--- src/rtl/divide_result_buffer_if.sv ---
// divide_result_buffer_if
//   Stream bundle around the divider result buffer.
//   - s_axis_result_*: divider result stream (no tready, cannot be stalled).
//   - m_axis_*: buffered, rounded quotient stream toward a back-pressurable consumer.
//   Modports:
//   - slave: the buffer's view (consumes results, produces m_axis).
//   - master: the environment's view (produces results, consumes m_axis).
interface divide_result_buffer_if #(
  parameter int IN_W  = 64,
  parameter int OUT_W = 32
);
  logic              s_axis_result_tvalid;
  logic [IN_W-1:0]   s_axis_result_tdata;
  logic              s_axis_result_tuser;
  logic              m_axis_tvalid;
  logic              m_axis_tready;
  logic [OUT_W-1:0]  m_axis_tdata;
  logic [1:0]        m_axis_tuser;

  modport slave (
    input  s_axis_result_tvalid, s_axis_result_tdata, s_axis_result_tuser,
    input  m_axis_tready,
    output m_axis_tvalid, m_axis_tdata, m_axis_tuser
  );

  modport master (
    output s_axis_result_tvalid, s_axis_result_tdata, s_axis_result_tuser,
    output m_axis_tready,
    input  m_axis_tvalid, m_axis_tdata, m_axis_tuser
  );
endinterface

--- src/rtl/divide_result_buffer.sv ---
// divide_result_buffer
//   Downstream stage of the fixed-point divider. Rounds (half toward +inf) and
//   saturates the Q(INT_W).(FRAC_W) quotient to a signed Q(OUT_W-OUT_FRAC).OUT_FRAC
//   word, buffers it in a show-ahead FIFO, and tracks credits so the divider only
//   launches a divide when its result is guaranteed a FIFO slot.
// Ports:
//   aclk, areset  clock / asynchronous active-high reset
//   issue         pulse: divider accepted a new operand pair
//   issue_ok      a new issue is allowed this cycle
//   axis          result input stream and buffered output stream (slave modport)
//   overflow_cnt  results dropped on a full FIFO, saturating at 0xFFFF
module divide_result_buffer #(
  parameter int INT_W    = 40,
  parameter int FRAC_W   = 24,
  parameter int OUT_W    = 32,
  parameter int OUT_FRAC = 16,
  parameter int DEPTH    = 16
) (
  input  logic                    aclk,
  input  logic                    areset,
  input  logic                    issue,
  output logic                    issue_ok,
  divide_result_buffer_if.slave   axis,
  output logic [15:0]             overflow_cnt
);

  localparam int IN_W  = INT_W + FRAC_W;
  localparam int EXT_W = IN_W + 1;
  localparam int SH    = FRAC_W - OUT_FRAC;
  localparam int AW    = $clog2(DEPTH);
  localparam int WW    = OUT_W + 2;

  localparam logic signed [EXT_W-1:0] HALF    = EXT_W'(1) << (SH - 1);
  localparam logic signed [EXT_W-1:0] SAT_MAX = {{(EXT_W-OUT_W+1){1'b0}}, {(OUT_W-1){1'b1}}};
  localparam logic signed [EXT_W-1:0] SAT_MIN = ~SAT_MAX;
  localparam logic [OUT_W-1:0]        MAX_WORD = {1'b0, {(OUT_W-1){1'b1}}};
  localparam logic [AW:0]             FULL_CNT = (AW+1)'(DEPTH);
  localparam logic [AW:0]             IF_MAX   = (AW+1)'(2*DEPTH - 1);

  // Round half toward +inf: add half an output LSB, then floor via arithmetic shift.
  // The extra sign bit keeps the addition from overflowing.
  function automatic logic signed [EXT_W-1:0] round_q(input logic [IN_W-1:0] x);
    logic signed [EXT_W-1:0] sum;
    sum = $signed({x[IN_W-1], x}) + HALF;
    return sum >>> SH;
  endfunction

  // Returns {saturated, word}.
  function automatic logic [OUT_W:0] sat_q(input logic signed [EXT_W-1:0] v);
    if (v > SAT_MAX)
      return {1'b1, SAT_MAX[OUT_W-1:0]};
    else if (v < SAT_MIN)
      return {1'b1, SAT_MIN[OUT_W-1:0]};
    return {1'b0, v[OUT_W-1:0]};
  endfunction

  // ---- stage 1: round and register with the divide-by-zero flag ----
  logic signed [EXT_W-1:0] q_p1;
  logic                    dbz_p1;
  logic                    vld_p1;

  always_ff @(posedge aclk or posedge areset) begin
    if (areset) vld_p1 <= 1'b0;
    else        vld_p1 <= axis.s_axis_result_tvalid;
  end

  always_ff @(posedge aclk) begin
    if (axis.s_axis_result_tvalid) begin
      q_p1   <= round_q(axis.s_axis_result_tdata);
      dbz_p1 <= axis.s_axis_result_tuser;
    end
  end

  // ---- stage 2: saturate, form {tuser, data}, write FIFO ----
  logic [OUT_W:0] sat_p2;
  logic [WW-1:0]  word_p2;

  always_comb begin
    sat_p2 = sat_q(q_p1);
    if (dbz_p1) word_p2 = {2'b11, MAX_WORD};
    else        word_p2 = {1'b0, sat_p2[OUT_W], sat_p2[OUT_W-1:0]};
  end

  logic [WW-1:0] mem [DEPTH];
  logic [AW-1:0] wr_ptr, rd_ptr;
  logic [AW:0]   count;
  logic          full, pop, push, drop;

  assign full = (count == FULL_CNT);
  assign pop  = (count != '0) && axis.m_axis_tready;
  // A full FIFO still accepts when the head leaves in the same cycle.
  assign push = vld_p1 && (!full || pop);
  assign drop = vld_p1 && full && !pop;

  always_ff @(posedge aclk) begin
    if (push) mem[wr_ptr] <= word_p2;
  end

  always_ff @(posedge aclk or posedge areset) begin
    if (areset) begin
      wr_ptr       <= '0;
      rd_ptr       <= '0;
      count        <= '0;
      overflow_cnt <= '0;
    end else begin
      if (push) wr_ptr <= wr_ptr + 1'b1;
      if (pop)  rd_ptr <= rd_ptr + 1'b1;
      case ({push, pop})
        2'b10:   count <= count + 1'b1;
        2'b01:   count <= count - 1'b1;
        default: count <= count;
      endcase
      if (drop && overflow_cnt != 16'hFFFF) overflow_cnt <= overflow_cnt + 1'b1;
    end
  end

  // Output gated by occupancy so the unreset storage never reaches the port.
  logic [WW-1:0] head;
  assign head               = mem[rd_ptr];
  assign axis.m_axis_tvalid = (count != '0);
  assign axis.m_axis_tdata  = axis.m_axis_tvalid ? head[OUT_W-1:0] : '0;
  assign axis.m_axis_tuser  = axis.m_axis_tvalid ? head[WW-1:OUT_W] : 2'b00;

  // Credits: divides launched whose result has not yet been captured.
  logic [AW:0]   in_flight;
  logic [AW+2:0] credit_sum;

  always_ff @(posedge aclk or posedge areset) begin
    if (areset) begin
      in_flight <= '0;
    end else if (issue && !axis.s_axis_result_tvalid) begin
      if (in_flight != IF_MAX) in_flight <= in_flight + 1'b1;
    end else if (!issue && axis.s_axis_result_tvalid) begin
      if (in_flight != '0) in_flight <= in_flight - 1'b1;
    end
  end

  // Every in-flight, staged or buffered result owns one FIFO slot.
  assign credit_sum = (AW+3)'(in_flight) + (AW+3)'(vld_p1) + (AW+3)'(count);
  assign issue_ok   = credit_sum < (AW+3)'(DEPTH);

endmodule

--- src/flat_wrapper.sv ---
// flat-port wrapper written by rule: the top's interface ports become plain ports
module divide_result_buffer_flat 
#(
  parameter int INT_W    = 40,
  parameter int FRAC_W   = 24,
  parameter int OUT_W    = 32,
  parameter int OUT_FRAC = 16,
  parameter int DEPTH    = 16
)
  (aclk, areset, issue, issue_ok, overflow_cnt, axis_s_axis_result_tvalid, axis_s_axis_result_tdata, axis_s_axis_result_tuser, axis_m_axis_tready, axis_m_axis_tvalid, axis_m_axis_tdata, axis_m_axis_tuser);
  divide_result_buffer_if #(.IN_W(64), .OUT_W(OUT_W)) axis_i ();
  input  logic aclk;
  input  logic areset;
  input  logic issue;
  output logic issue_ok;
  output logic [15:0] overflow_cnt;
  input wire logic [$bits(axis_i.s_axis_result_tvalid)-1:0] axis_s_axis_result_tvalid;
  input wire logic [$bits(axis_i.s_axis_result_tdata)-1:0] axis_s_axis_result_tdata;
  input wire logic [$bits(axis_i.s_axis_result_tuser)-1:0] axis_s_axis_result_tuser;
  input wire logic [$bits(axis_i.m_axis_tready)-1:0] axis_m_axis_tready;
  output wire logic [$bits(axis_i.m_axis_tvalid)-1:0] axis_m_axis_tvalid;
  output wire logic [$bits(axis_i.m_axis_tdata)-1:0] axis_m_axis_tdata;
  output wire logic [$bits(axis_i.m_axis_tuser)-1:0] axis_m_axis_tuser;
  assign axis_i.s_axis_result_tvalid = axis_s_axis_result_tvalid;
  assign axis_i.s_axis_result_tdata = axis_s_axis_result_tdata;
  assign axis_i.s_axis_result_tuser = axis_s_axis_result_tuser;
  assign axis_i.m_axis_tready = axis_m_axis_tready;
  assign axis_m_axis_tvalid = axis_i.m_axis_tvalid;
  assign axis_m_axis_tdata = axis_i.m_axis_tdata;
  assign axis_m_axis_tuser = axis_i.m_axis_tuser;
  divide_result_buffer #(.INT_W(INT_W), .FRAC_W(FRAC_W), .OUT_W(OUT_W), .OUT_FRAC(OUT_FRAC), .DEPTH(DEPTH)) u_core (.aclk(aclk), .areset(areset), .issue(issue), .issue_ok(issue_ok), .axis(axis_i), .overflow_cnt(overflow_cnt));
endmodule
--- config.mk ---
export PLATFORM = sky130hd
export DESIGN_NAME = divide_result_buffer_flat
export DESIGN_NICKNAME = d
export VERILOG_FILES = /design/src/rtl/divide_result_buffer_if.sv /design/src/rtl/divide_result_buffer.sv /design/src/flat_wrapper.sv
export SDC_FILE = /design/constraint.sdc
export NUM_CORES = 1
export LEC_CHECK = 0
export ABC_CLOCK_PERIOD_IN_PS = 4800
export CAP_MARGIN = 0
export CORE_UTILIZATION = 25
export CTS_BUF_LIST = sky130_fd_sc_hd__clkbuf_2
export CTS_CLUSTER_DIAMETER = 80
export CTS_CLUSTER_SIZE = 20
export DETAILED_ROUTE_END_ITERATION = 16
export SLEW_MARGIN = 10
export SYNTH_ARGS = -nofsm -noshare
export SYNTH_HDL_FRONTEND = slang
export SYNTH_SLANG_ARGS = --single-unit
--- constraint.sdc ---
create_clock -name aclk -period 4.8 [get_ports aclk]
set_input_delay 0.72 -clock aclk [delete_from_list [all_inputs] [get_ports aclk]]
set_output_delay 0.72 -clock aclk [all_outputs]
set_load 0.005 [all_outputs]
# ---- Word level (Yosys, flattened, before mapping)
# Memories as Yosys holds them, arrays and structs flattened.
# Index checks and enable logic that the tools add are counted.
dict set report word_totals {
  latchBits 0
  ram_bits 544
  output_inout_bits 52
  input_bits 70
  register_bits 93
  elab_cells 61
  romBits 0
  n_memories 1
}
dict set report op_classes {
  shifts 0
  mul 0
  n_addsub 10
  n_eq_ne 6
  div 0
  order_cmp 3
  n_bitwise 0
  reduce_logical 18
  mux 15
}
# name depth width rd rd_clocked_by_memory_dff wr line
set memory_table {}
lappend memory_table {u_core.mem 16 34 1 0 1 divide_result_buffer.sv:84} ;# logic [WW-1:0] mem [DEPTH];
# operator count
set ops {}
lappend ops {{$mux W33} 3}
lappend ops {{$add A64 B9 Y65 const B} 1}
lappend ops {{$gt A57 B32 Y1 const B} 1}
lappend ops {{$lt A57 B32 Y1 const B} 1}
lappend ops {{$mux W34} 1}
lappend ops {{$mux W32} 1}
lappend ops {{$mux W5} 4}
lappend ops {{$add A16 B1 Y16 const B} 1}
lappend ops {{$ne A16 B16 Y1 const B} 1}
lappend ops {{$add A5 B1 Y5 const B} 2}
lappend ops {{$pmux W5 S2} 1}
lappend ops {{$reduce_bool A5 Y1} 2}
lappend ops {{$sub A5 B1 Y5 const B} 2}
lappend ops {{$add A4 B1 Y4 const B} 2}
lappend ops {{$add A7 B5 Y7} 1}
lappend ops {{$logic_and A1 B1 Y1} 7}
lappend ops {{$lt A7 B5 Y1 const B} 1}
lappend ops {{$add A5 B1 Y6} 1}
lappend ops {{$reduce_bool A2 Y1} 3}
lappend ops {{$eq A5 B5 Y1 const B} 1}
lappend ops {{$ne A5 B5 Y1 const B} 1}
lappend ops {{$logic_not A1 Y1} 4}
lappend ops {{$mux W1} 4}
lappend ops {{$reduce_and A3 Y1} 1}
lappend ops {{other kinds (5)} 5}

# ---- Longest topological paths before layout
dict set report depth {
  depth_word 6
  mapped_depth 13
  ltp_nobuf 12
}

# ---- Least setup slack after synthesis
# Ideal clock, no wire load.
dict set report synth_path {
  path_type {input port to flip-flop}
  startpoint {input port axis_m_axis_tready}
  endpoint {memory u_core.mem[0][0] (netlist name) (enable)}
  path_slack_ps -249
  path_stages 6
  setup_ps 510
  path_buffers 1
  arrival_time_ps 4538
  required_time_ps 4290
  path_cell_list {nor2b_1 > nand2_1 > and2_1 > clkbuf_1 > inv_1 > nor4_1}
}
dict set report synth_between {
  elab_chain_len 5
}
# item line
set synth_rtl {}
lappend synth_rtl {{from (decl)} flat_wrapper.sv:20} ;# input wire logic [$bits(axis_i.m_axis_tready)-1:0] axis_m_axis_tready;
lappend synth_rtl {{$logic_and A1 B1 Y1} divide_result_buffer.sv:90} ;# assign pop = (count != '0) && axis.m_axis_tready;
lappend synth_rtl {{$logic_or A1 B1 Y1} divide_result_buffer.sv:92} ;# assign push = vld_p1 && (!full || pop);
lappend synth_rtl {{$logic_and A1 B1 Y1} divide_result_buffer.sv:92}
lappend synth_rtl {{$mux W1} divide_result_buffer.sv:96} ;# if (push) mem[wr_ptr] <= word_p2;
lappend synth_rtl {{$mux W1 (not written as such)} divide_result_buffer.sv:96}
lappend synth_rtl {{to (decl)} divide_result_buffer.sv:84}
# No other way between the ends.

# ---- Final worst setup path
dict set report layout_path {
  startpoint {register u_core.rd_ptr[0]}
  endpoint {output port axis_m_axis_tdata[30]}
}
dict set report layout_between {
  elab_chain_len 2
}
# item line
set layout_rtl {}
lappend layout_rtl {{from (decl)} divide_result_buffer.sv:85} ;# logic [AW-1:0] wr_ptr, rd_ptr;
lappend layout_rtl {{from (signal assigned)} divide_result_buffer.sv:107} ;# if (pop) rd_ptr <= rd_ptr + 1'b1;
lappend layout_rtl {{$mem_v2 Z16 W34} --}
lappend layout_rtl {{$mux W32} divide_result_buffer.sv:121} ;# assign axis.m_axis_tdata = axis.m_axis_tvalid ? head[OUT_W-1:0] : '0;
lappend layout_rtl {{to (decl)} flat_wrapper.sv:22} ;# output wire logic [$bits(axis_i.m_axis_tdata)-1:0] axis_m_axis_tdata;
# No other way between the ends.

==> metrics.yaml <==
dieArea_sq_um: 107000
synthesis.area_per_instance_sq_um: 18.9
clk_path_buf_depth: 3
avgRoutedWirePerCell_um: 21.3
vdd_drop_max_v: 0.000231
yosysSeqAreaShare_pct: 71.9
dpl.cell_count: 2865
nFillCells: 10200
final_nets: 1622
grt_pass1_wl_mm: 91.0
yosysMostFrequentCell: "edfxtp_1"
grt_max_degree: 50
grtUsageMet2_pct: 19.5
layoutNonFillerInstCount: 2920
critPathSlowestCell: "dfrtp_4"
grt-ovfl-total: 0
power_density_nw_per_um2: 474
arrival_ns: 3.76
grt_pass1_vias: 13700
slew_viol_final: 0
io_buffers: 114
syn_inst: 1397
tightest_slew_ns: 1.24
drive_gt1_share_pct: 17.6
design_area_sq_um: 29900
drt_wl_total_mm: 62.3
startpoint_type: "flip-flop"
hold_end: "u_core.dbz_p1"
hold_viol: 0
worst_r2r_endpoint: "u_core.mem[4][26]"
core_sq_um: 104000
clk_pin_slew_worst_paths_ns: 0.31
placementRows: 118
grtUsageMet1_pct: 15.2
ant_nets: 0
synth_warnings: 0
start_util_pct: 25.3
slew_headroom_pct: 17.2
hold_class: "input pin to flip-flop"
clock_sinks: 637
dr.pass1.iters: 5
insertion_delay_ns: 1.12
required_ns: 4.08
yosys.area.top_type: "edfxtp_1"
grt_usage_pct: 11.5
status: "finished clean"
syn-cell-area_sq_um: 26300
critPathCaptureType: "primary output"
place.gp.congestion: 0.754
dpl.hpwl_mm: 37.5
reg2reg_slack_ns: 1.39
critical_path.max_fanout: 20
synth_seq_cells: 637
grtUsageMet3_pct: 2.30
postLayoutCoreUtil_pct: 28.7
cts_root_buffer: "clkbuf_2"
synth.top_cell.area_share_pct: 68.6
r2r_start: "u_core.q_p1[53]"
synth_edf_count: 602
cp_cell_sequence: "buf_4 > mux4_2 > mux2i_1 > o22ai_1 > clkdlybuf4s50_1"
cts_max_level: 2
reg2reg_depth: 6
synth_nets: 1490
fp.dieW_um: 327
power.total_w: 0.0141
min_period_ns: 4.48
cts_buffers: 39
die_h_um: 327
fin_worst_skew_ns: 0.0878
min_period_over_period_pct: 93.4
syn2layout_area_growth_pct: 13.4
cpPeakStageDelay_ns: 0.73
whs_path_depth: 1
postPlaceCellArea_sq_um: 29500
synth_flop_cell: "edfxtp_1"
num_vias: 13300
yosysUniqueCellTypes: 49
rsz0062_at_grt: "true"
cts_tree: "built"
fmax_mhz: 223
globalRoute.busiestLayer: "met2"
drc_errors: 0
leakagePower_nw: 9.26
hp-start: "axis_s_axis_result_tuser"
synthTopCellsByCount: "edfxtp_1 (602), mux4_2 (136), mux2i_1 (69), nor2_1 (59), xnor2_1 (50)"
final-setup-viol-count: 0
maxCapViolCount: 0
async_flop_share_pct: 5.49
io_pins: 122
synth.top_cells.by_area: "edfxtp_1 (69%), mux4_2 (12%), dfrtp_1 (3.3%), mux2i_1 (2.6%), xnor2_1 (1.7%)"
antenna_found_initial: 2
whs_ns: 0.256
critical_path_class: "flip-flop to primary output"
viasPerCell: 4.56
detailedRoute.firstIterationViolations: 1137
-- registers in the layout (all words and copies together) (netlist names), 4 cells and up --
register and cells:
u_core.mem 544, u_core.q_p1 57, u_core.wr_ptr 4, u_core.count 5, u_core.overflow_cnt 16, u_core.in_flight 5, u_core.rd_ptr 4
-- per-layer routing --
metal,vias to the layer above,routed length [um]
met5,-,0
met4,0,1010
met3,55,3610
met2,361,30900
met1,7048,26800
li1,5840,-
-- through the flow --
step           setup TNS (ns)  worst slack (ns)
2_1_floorplan          -33.81            -0.249
3_3_place_gp                0             0.869
3_5_place_dp                0             0.998
4_1_cts                -0.118           -0.0518
5_1_grt              -0.00565          -0.00565
6_report                    0             0.318
-- final cells by class --
cell class                      instances  area [sq um]  share of cell area [%]
Sequential cell                       637         19000                    63.5
Multi-Input combinational cell        670          7110                    23.8
Tap cell                             1380          1730                    5.78
Timing Repair Buffer                  156          1670                    5.59
Clock buffer                           40           200                   0.670
Clock inverter                          9          95.1                   0.318
Inverter                               25          93.8                   0.314
Antenna cell                            3          7.51                  0.0251
-- worst max path at each step --
stage	to	cells after the start	start	slack, ns
2_1_floorplan	u_core.mem[0][0]	6	axis_m_axis_tready	-0.25
3_3_place_gp	u_core.count[4]	13	axis_m_axis_tready	0.87
3_5_place_dp	u_core.count[4]	13	axis_m_axis_tready	1.0
4_1_cts	axis_m_axis_tdata[30]	5	u_core.rd_ptr[0]	-0.05
5_1_grt	axis_m_axis_tdata[30]	5	u_core.rd_ptr[0]	-0.006
6_report	axis_m_axis_tdata[30]	5	u_core.rd_ptr[0]	0.32
-- repair_timing --
| item | CTS | global route |
|---|---|---|
| buffers inserted | 1 | 0 |
| gates resized for setup | 0 | 3 |
| hold buffers | 2 | 0 |
| hold endpoints to repair | 36 | 0 |
| endpoints found under the setup margin | 5 | 6 |
-- kinds of logic after synthesis --
family                     count (synthesis)  synth area share, %
AOI/OAI and AO/OA                        120                 3.13
buffers and inverters                     90                 1.40
DFF                                      637                 71.9
adders and majority gates                 23                 1.15
muxes                                    208                 14.4
and+or+nand+nor                          232                 5.08
xor gates and xnor gates                  87                 2.92
-- worst max-delay path: cells and delay by family, from the launching register on --
kind	cells	cell delay [ns]
AOI/OAI and AO/OA	1	0.50
buffers and inverters	2	1.09
muxes	2	0.37
DFF	1	0.73
-- cells in the final DEF (no fill, tap or decap), types with 6 or more instances in the layout --
master and n:
o22ai_1 34, nand2_1 41, nand3_1 25, ha_1 21, xor2_1 36, a21boi_0 25, o21ai_0 9, o21bai_1 30
a21oi_1 6, buf_4 23, dfrtp_1 32, nand4_1 25, buf_12 17, nor3_1 16, inv_1 25, xnor2_1 50
and2_2 8, edfxtp_1 602, and3_1 6, a21boi_1 6, nor4_1 9, clkbuf_2 40, nor2_1 55, mux2i_1 69
mux4_2 136, clkdlybuf4s50_1 113
-- power by group --
| part | total [W] | switching [W] | internal [W] |
|---|---|---|---|
| combinational | 0.00508 | 0.00259 | 0.00249 |
| clock | 0.00191 | 0.00161 | 0.000305 |
| sequential | 0.00715 | 0.000448 | 0.00670 |
Note: power is estimated with default switching activity, not from simulation.
